`src/rtl/dcache_direct_mapped_if.sv`:
```
// dcache_direct_mapped_if: processor request port and block memory port of the data cache
interface dcache_direct_mapped_if #(parameter int ADDR_W = 7);
   logic              proc_read;
   logic              proc_write;
   logic [ADDR_W-1:0] proc_addr;
   logic [31:0]       proc_wdata;
   logic [31:0]       proc_rdata;
   logic              proc_stall;
   logic              mem_read;
   logic              mem_write;
   logic [ADDR_W-3:0] mem_addr;
   logic [127:0]      mem_wdata;
   logic [127:0]      mem_rdata;
   logic              mem_ready;
   modport master (
      output proc_read, proc_write, proc_addr, proc_wdata, mem_rdata, mem_ready,
      input  proc_rdata, proc_stall, mem_read, mem_write, mem_addr, mem_wdata
   );
   modport slave (
      input  proc_read, proc_write, proc_addr, proc_wdata, mem_rdata, mem_ready,
      output proc_rdata, proc_stall, mem_read, mem_write, mem_addr, mem_wdata
   );
endinterface

```
`src/rtl/dcache_direct_mapped.sv`:
```
// dcache_direct_mapped: direct-mapped write-back write-allocate data cache with 4-word blocks
module dcache_direct_mapped #(
   parameter int ADDR_W = 7,
   parameter int LINES  = 8
) (
   input logic                  clk,
   input logic                  rst,
   dcache_direct_mapped_if.slave bus
);
   localparam int INDEX_W = $clog2(LINES);
   localparam int TAG_W   = ADDR_W - 2 - INDEX_W;
   typedef enum logic [1:0] {COMPARE, WRITEBACK, ALLOCATE} state_t;
   state_t             state, state_nx;
   logic [LINES-1:0]   valid, dirty;
   logic [TAG_W-1:0]   tags [LINES];
   logic [127:0]       data [LINES];
   logic [TAG_W-1:0]   req_tag;
   logic [INDEX_W-1:0] idx;
   logic [1:0]         off;
   logic               req, hit, fill, store;
   assign {req_tag, idx, off} = bus.proc_addr;
   assign req   = bus.proc_read | bus.proc_write;
   assign hit   = valid[idx] && tags[idx] == req_tag;
   assign fill  = state == ALLOCATE && bus.mem_ready;
   assign store = state == COMPARE && hit && bus.proc_write;
   // state register; reset abandons any in-flight transfer
   always_ff @(posedge clk) begin
      if (rst) state <= COMPARE;
      else     state <= state_nx;
   end
   // next state: a miss evicts a dirty victim first, then refills
   always_comb begin
      state_nx = state;
      if (state == COMPARE)
         state_nx = (req && !hit) ? ((valid[idx] && dirty[idx]) ? WRITEBACK : ALLOCATE) : COMPARE;
      else if (state == WRITEBACK)
         state_nx = bus.mem_ready ? ALLOCATE : WRITEBACK;
      else
         state_nx = bus.mem_ready ? COMPARE : ALLOCATE;
   end
   // outputs: memory strobes from state only; processor sees data only on a hit in COMPARE
   always_comb begin
      bus.mem_read   = state == ALLOCATE;
      bus.mem_write  = state == WRITEBACK;
      bus.mem_addr   = (state == WRITEBACK) ? {tags[idx], idx} : {req_tag, idx};
      bus.mem_wdata  = data[idx];
      bus.proc_stall = (state != COMPARE) || (req && !hit);
      bus.proc_rdata = (state == COMPARE && hit && bus.proc_read) ? data[idx][{off, 5'd0} +: 32] : 32'd0;
   end
   // line data and tags: block refill, or word merge on a store hit
   always_ff @(posedge clk) begin
      if (fill) begin
         data[idx] <= bus.mem_rdata;
         tags[idx] <= req_tag;
      end else if (store) begin
         data[idx][{off, 5'd0} +: 32] <= bus.proc_wdata;
      end
   end
   // line status: refill leaves the line clean, a store marks it dirty
   always_ff @(posedge clk) begin
      if (rst) begin
         valid <= '0;
         dirty <= '0;
      end else if (fill) begin
         valid[idx] <= 1'b1;
         dirty[idx] <= 1'b0;
      end else if (store) begin
         dirty[idx] <= 1'b1;
      end
   end
endmodule

```
`src/flat_wrapper.sv`:
```
// flat-port wrapper written by rule: the top's interface ports become plain ports
module dcache_direct_mapped_flat 
#(
   parameter int ADDR_W = 7,
   parameter int LINES  = 8
)
  (clk, rst, bus_proc_read, bus_proc_write, bus_proc_addr, bus_proc_wdata, bus_mem_rdata, bus_mem_ready, bus_proc_rdata, bus_proc_stall, bus_mem_read, bus_mem_write, bus_mem_addr, bus_mem_wdata);
  dcache_direct_mapped_if #(.ADDR_W(ADDR_W)) bus_i ();
  input logic clk;
  input logic rst;
  input wire logic [$bits(bus_i.proc_read)-1:0] bus_proc_read;
  input wire logic [$bits(bus_i.proc_write)-1:0] bus_proc_write;
  input wire logic [$bits(bus_i.proc_addr)-1:0] bus_proc_addr;
  input wire logic [$bits(bus_i.proc_wdata)-1:0] bus_proc_wdata;
  input wire logic [$bits(bus_i.mem_rdata)-1:0] bus_mem_rdata;
  input wire logic [$bits(bus_i.mem_ready)-1:0] bus_mem_ready;
  output wire logic [$bits(bus_i.proc_rdata)-1:0] bus_proc_rdata;
  output wire logic [$bits(bus_i.proc_stall)-1:0] bus_proc_stall;
  output wire logic [$bits(bus_i.mem_read)-1:0] bus_mem_read;
  output wire logic [$bits(bus_i.mem_write)-1:0] bus_mem_write;
  output wire logic [$bits(bus_i.mem_addr)-1:0] bus_mem_addr;
  output wire logic [$bits(bus_i.mem_wdata)-1:0] bus_mem_wdata;
  assign bus_i.proc_read = bus_proc_read;
  assign bus_i.proc_write = bus_proc_write;
  assign bus_i.proc_addr = bus_proc_addr;
  assign bus_i.proc_wdata = bus_proc_wdata;
  assign bus_i.mem_rdata = bus_mem_rdata;
  assign bus_i.mem_ready = bus_mem_ready;
  assign bus_proc_rdata = bus_i.proc_rdata;
  assign bus_proc_stall = bus_i.proc_stall;
  assign bus_mem_read = bus_i.mem_read;
  assign bus_mem_write = bus_i.mem_write;
  assign bus_mem_addr = bus_i.mem_addr;
  assign bus_mem_wdata = bus_i.mem_wdata;
  dcache_direct_mapped #(.ADDR_W(ADDR_W), .LINES(LINES)) u_core (.clk(clk), .rst(rst), .bus(bus_i));
endmodule
```
`config.mk`:
```
export PLATFORM = sky130hd
export DESIGN_NAME = dcache_direct_mapped_flat
export DESIGN_NICKNAME = d
export VERILOG_FILES = /design/src/rtl/dcache_direct_mapped_if.sv /design/src/rtl/dcache_direct_mapped.sv /design/src/flat_wrapper.sv
export SDC_FILE = /design/constraint.sdc
export NUM_CORES = 1
export LEC_CHECK = 0
export BUFFER_PORTS_ARGS = -buffer_cell sky130_fd_sc_hd__buf_4
export CORE_ASPECT_RATIO = 1.75
export CORE_MARGIN = 5
export CORE_UTILIZATION = 35
export DETAILED_ROUTE_END_ITERATION = 10
export PLACE_DENSITY = 0.61
export SLEW_MARGIN = 30
export SYNTH_ARGS = -nofsm -noshare
export SYNTH_HDL_FRONTEND = slang
export SYNTH_SLANG_ARGS = --single-unit
```
`constraint.sdc`:
```
create_clock -name clk -period 6.15 [get_ports clk]
set_clock_uncertainty 0.15 [all_clocks]
set_input_delay 0.615 -clock clk [delete_from_list [all_inputs] [get_ports clk]]
set_output_delay 0.615 -clock clk [all_outputs]
set_load 0.1 [all_outputs]
```
==> out/metrics.yaml <==
run_status:
  run_status: "finished, final reports clean"
place:
  place_congestion: 0.8599
  placed_cells: 4691
  placement.cell_area_um2: 49420
  pre_cts_slack_ns: 1.061
  hpwlAfterDp_mm: 116.2
  buffer_ports.inserted: 339
power:
  total_power_mw: 16.12
  irDropWorstVdd_mv: 0.2413
  power.static_leakage_nw: 17.62
  power-per-cell-area_nw_per_um2: 307.0
clock_tree:
  cts.root.buffer_cell: "clkbuf_16"
  clk_latency_ns: 0.70
  clock_sinks: 1058
  cts.reportedPaths.clkPinSlew_ns: 0.06
  cts-buffers-inserted: 96
  cts.repair.resized: 0
  post_cts.repair.setup_buffers: 0
  clockBufferDepth: 3
  tritoncts: "yes"
  cts_max_level: 3
  post_cts_hold_buffer_count: 0
logic_synthesis:
  yosys_synthesis_warning_count: 0
  synth.lib_cells_used.distinct: 76
  ys_flop_type: "edfxtp_1"
  synth_sequential_area_ratio: 0.7154
  synth_edf_count: 1040
  postSynthNetCount: 2922
  synth.ff_latch_count: 1058
  syn_inst: 2744
  synth_area_per_cell_um2: 16.09
  mappedNetlistArea_um2: 44160
  async_reset_ff_frac: 0
timing:
  min_period_over_period: 0.8383
  setup_violations: 0
  fin_setup_tns_ns: 0
  tightestPinTransition_ns: 1.108
  timing.final.crit_period_ns: 5.156
  slew_violations: 0
  slew_headroom: 0.2596
  timing.fmax_mhz: 194.0
  final_hold_viol_count: 0
  unrepaired_setup_endpoints_after_global_routing: "false"
  worst_slack_ns: 0.9942
drt:
  totalWireLength_mm: 176.2
  drc_errors: 0
  drt-pass1-iter-count: 6
  via_per_inst: 6.054
  detail_route.wl_per_cell_um: 36.21
  drt_first_iter_violations: 3866
  antenna_left: 0
  num_vias: 29461
global_route:
  initial_antenna_violation_count: 7
  grt-ovfl-total: 0
  first_global_vias: 28413
  grt_use_total: 0.2542
  largest_net_degree_at_the_start_of_global_routing: 79
  grt_first_pass_wirelength_mm: 236.8
finish:
  layout-drive-gt1-share: 0.2620
  synthToLayoutAreaGrowth_pct: 18.91
  fillers: 11326
  num-nets-final: 3314
  finish.instance_area_um2: 52510
  layout.cells.non_filler: 4866
critical_path:
  crit_path_category: "primary input to output pin"
  cpPeakStageDelay_ns: 0.59
  path_cells: "buf_8 -> buf_4 -> nand2_1 -> o22a_1 -> a21boi_2 -> o211a_4 -> nand3_4 -> buf_4 -> nor4_2 -> buf_4"
  cp_common_cell: "buf_4"
  required_time_at_the_worst_slack_endpoint_ns: 5.38
  cpLargestDelayFamily: "buffers and inverters"
  critical_path_arrival_ns: 4.39
  critical_path.startpoint_type: "primary input"
  endpoint_kind: "output pin"
  critical_path.n_buffers_inverters: 4
  crit_path_max_fanout: 48
  slowest_stage: "buf_4"
die:
  floorplan.core_area_um2: 125500
  row_count: 172
  fp.dieH_um: 479.9
  die_w_um: 278.5
  io_pins: 340
  die_area_um2: 133600
  starting_density_of_the_core: 0.3519
hold_path:
  hp-class: "primary input to register"
flow_run:
  drv.max_cap_violation_count: 0
routing by layer:
layer | vias up | wire length [um] | GRT usage
met5 | - | 41 | 0
met4 | 6 | 10520 | 0.1258
li1 | 11564 | - | -
met1 | 15075 | 63920 | 0.3289
met2 | 2363 | 80760 | 0.4019
met3 | 453 | 20940 | 0.06256
worst paths after layout:
kind / start / end / slack [ns] / cells past startpoint
max reg2reg: u_core.tags[4][0]$_DFFE_PP_ / u_core.data[0][127]$_DFFE_PP_ / 2.60 / 7
min: bus_proc_addr[5] / u_core.tags[6][0]$_DFFE_PP_ / 0.04 / 1
min reg2reg: u_core.valid[1]$_SDFFE_PP0P_ / u_core.valid[1]$_SDFFE_PP0P_ / 0.33 / 2
max: bus_proc_addr[4] / bus_proc_rdata[11] / 0.99 / 10
power by group:
group	leakage (nW)	switching (mW)	internal [mW]
Clock	1.48	2.70	3.23
Combinational	6.62	1.65	0.498
Sequential	9.52	0.0182	8.01
Total	17.6	4.37	11.7
state kept, by name, indices dropped and copies added, names as in the netlist, named ones only:
name,flops
u_core.data,1024
u_core.valid,8
u_core.state,2
u_core.tags,16
synth_stat cells, types with 5 or more instances:
cell type	count	area, um2
mux2i_1	251	2512
nor3_1	9	45.04
nand2b_1	11	68.82
and2_1	5	31.28
or3_1	6	37.54
o22a_1	23	201.4
a221o_1	21	210.2
clkbuf_1	50	187.7
a31oi_1	9	56.30
buf_1	6	22.52
ha_1	6	75.07
a221oi_1	118	1033
o2bb2ai_1	7	61.31
nor2_1	84	315.3
buf_2	49	245.2
buf_4	48	360.4
a22oi_1	56	420.4
nor2b_1	15	93.84
edfxtp_1	1040	31230
nand3b_1	6	45.04
dfxtp_1	18	360.4
a211oi_1	6	45.04
o22ai_1	53	331.6
a21oi_1	81	405.4
a22o_1	21	183.9
mux4_2	75	1689
nand3_1	11	55.05
mux2_2	61	686.9
o21ai_0	49	245.2
inv_1	140	525.5
buf_6	31	349.1
nand2_1	263	987.2
o211ai_1	13	97.59
o221ai_1	21	183.9
final cells by class:
cell class | instances | area, um2 | share of cell area
Antenna cell | 3 | 7.507 | 0.0001430
Clock buffer | 116 | 2477 | 0.04718
Clock inverter | 56 | 584.3 | 0.01113
Inverter | 142 | 535.5 | 0.01020
Multi-Input combinational cell | 1356 | 11310 | 0.2155
Sequential cell | 1058 | 31590 | 0.6017
Tap cell | 1653 | 2068 | 0.03939
Timing Repair Buffer | 482 | 3929 | 0.07483
layout by cell type (no fill, tap or decap), types with 7 or more instances in the layout:
cell type and instances:
o21ai_1 24, bufinv_16 8, a221o_1 21, o221ai_1 21
mux2_2 61, buf_4 456, nand2_1 262, o2bb2ai_1 7
dfxtp_1 18, a22oi_1 56, nand3_1 11, a31oi_1 9
nor2b_1 11, o21ai_0 27, a21oi_4 32, a221oi_1 118
mux4_2 75, buf_12 23, o22a_1 23, edfxtp_1 1040
clkbuf_16 96, clkinv_1 17, inv_1 138, o211ai_1 13
nor2_1 84, nand2b_1 11, a21oi_1 49, o22ai_1 53
clkinvlp_4 7, clkinv_2 18, a22o_1 21, mux2i_1 250
clkbuf_1 20
cell families after synthesis:
| family | after synthesis | share of synthesized area |
|---|---|---|
| DFF | 1058 | 0.7154 |
| AOI/OAI and AO/OA | 510 | 0.08552 |
| adders and majority gates | 6 | 0.001700 |
| and+or+nand+nor | 449 | 0.04556 |
| muxes | 391 | 0.1119 |
| buffers and inverters | 330 | 0.03992 |
through the flow:
stage               hold WS (ns)    util
CTS                     0.006836  0.4183
global placement          0.3032  0.3939
floorplan                 0.2896       -
finish                   0.04220  0.4185
detailed placement        0.3088  0.3939
global route             0.03543  0.4184
Note: power is estimated with default switching activity, not from simulation.
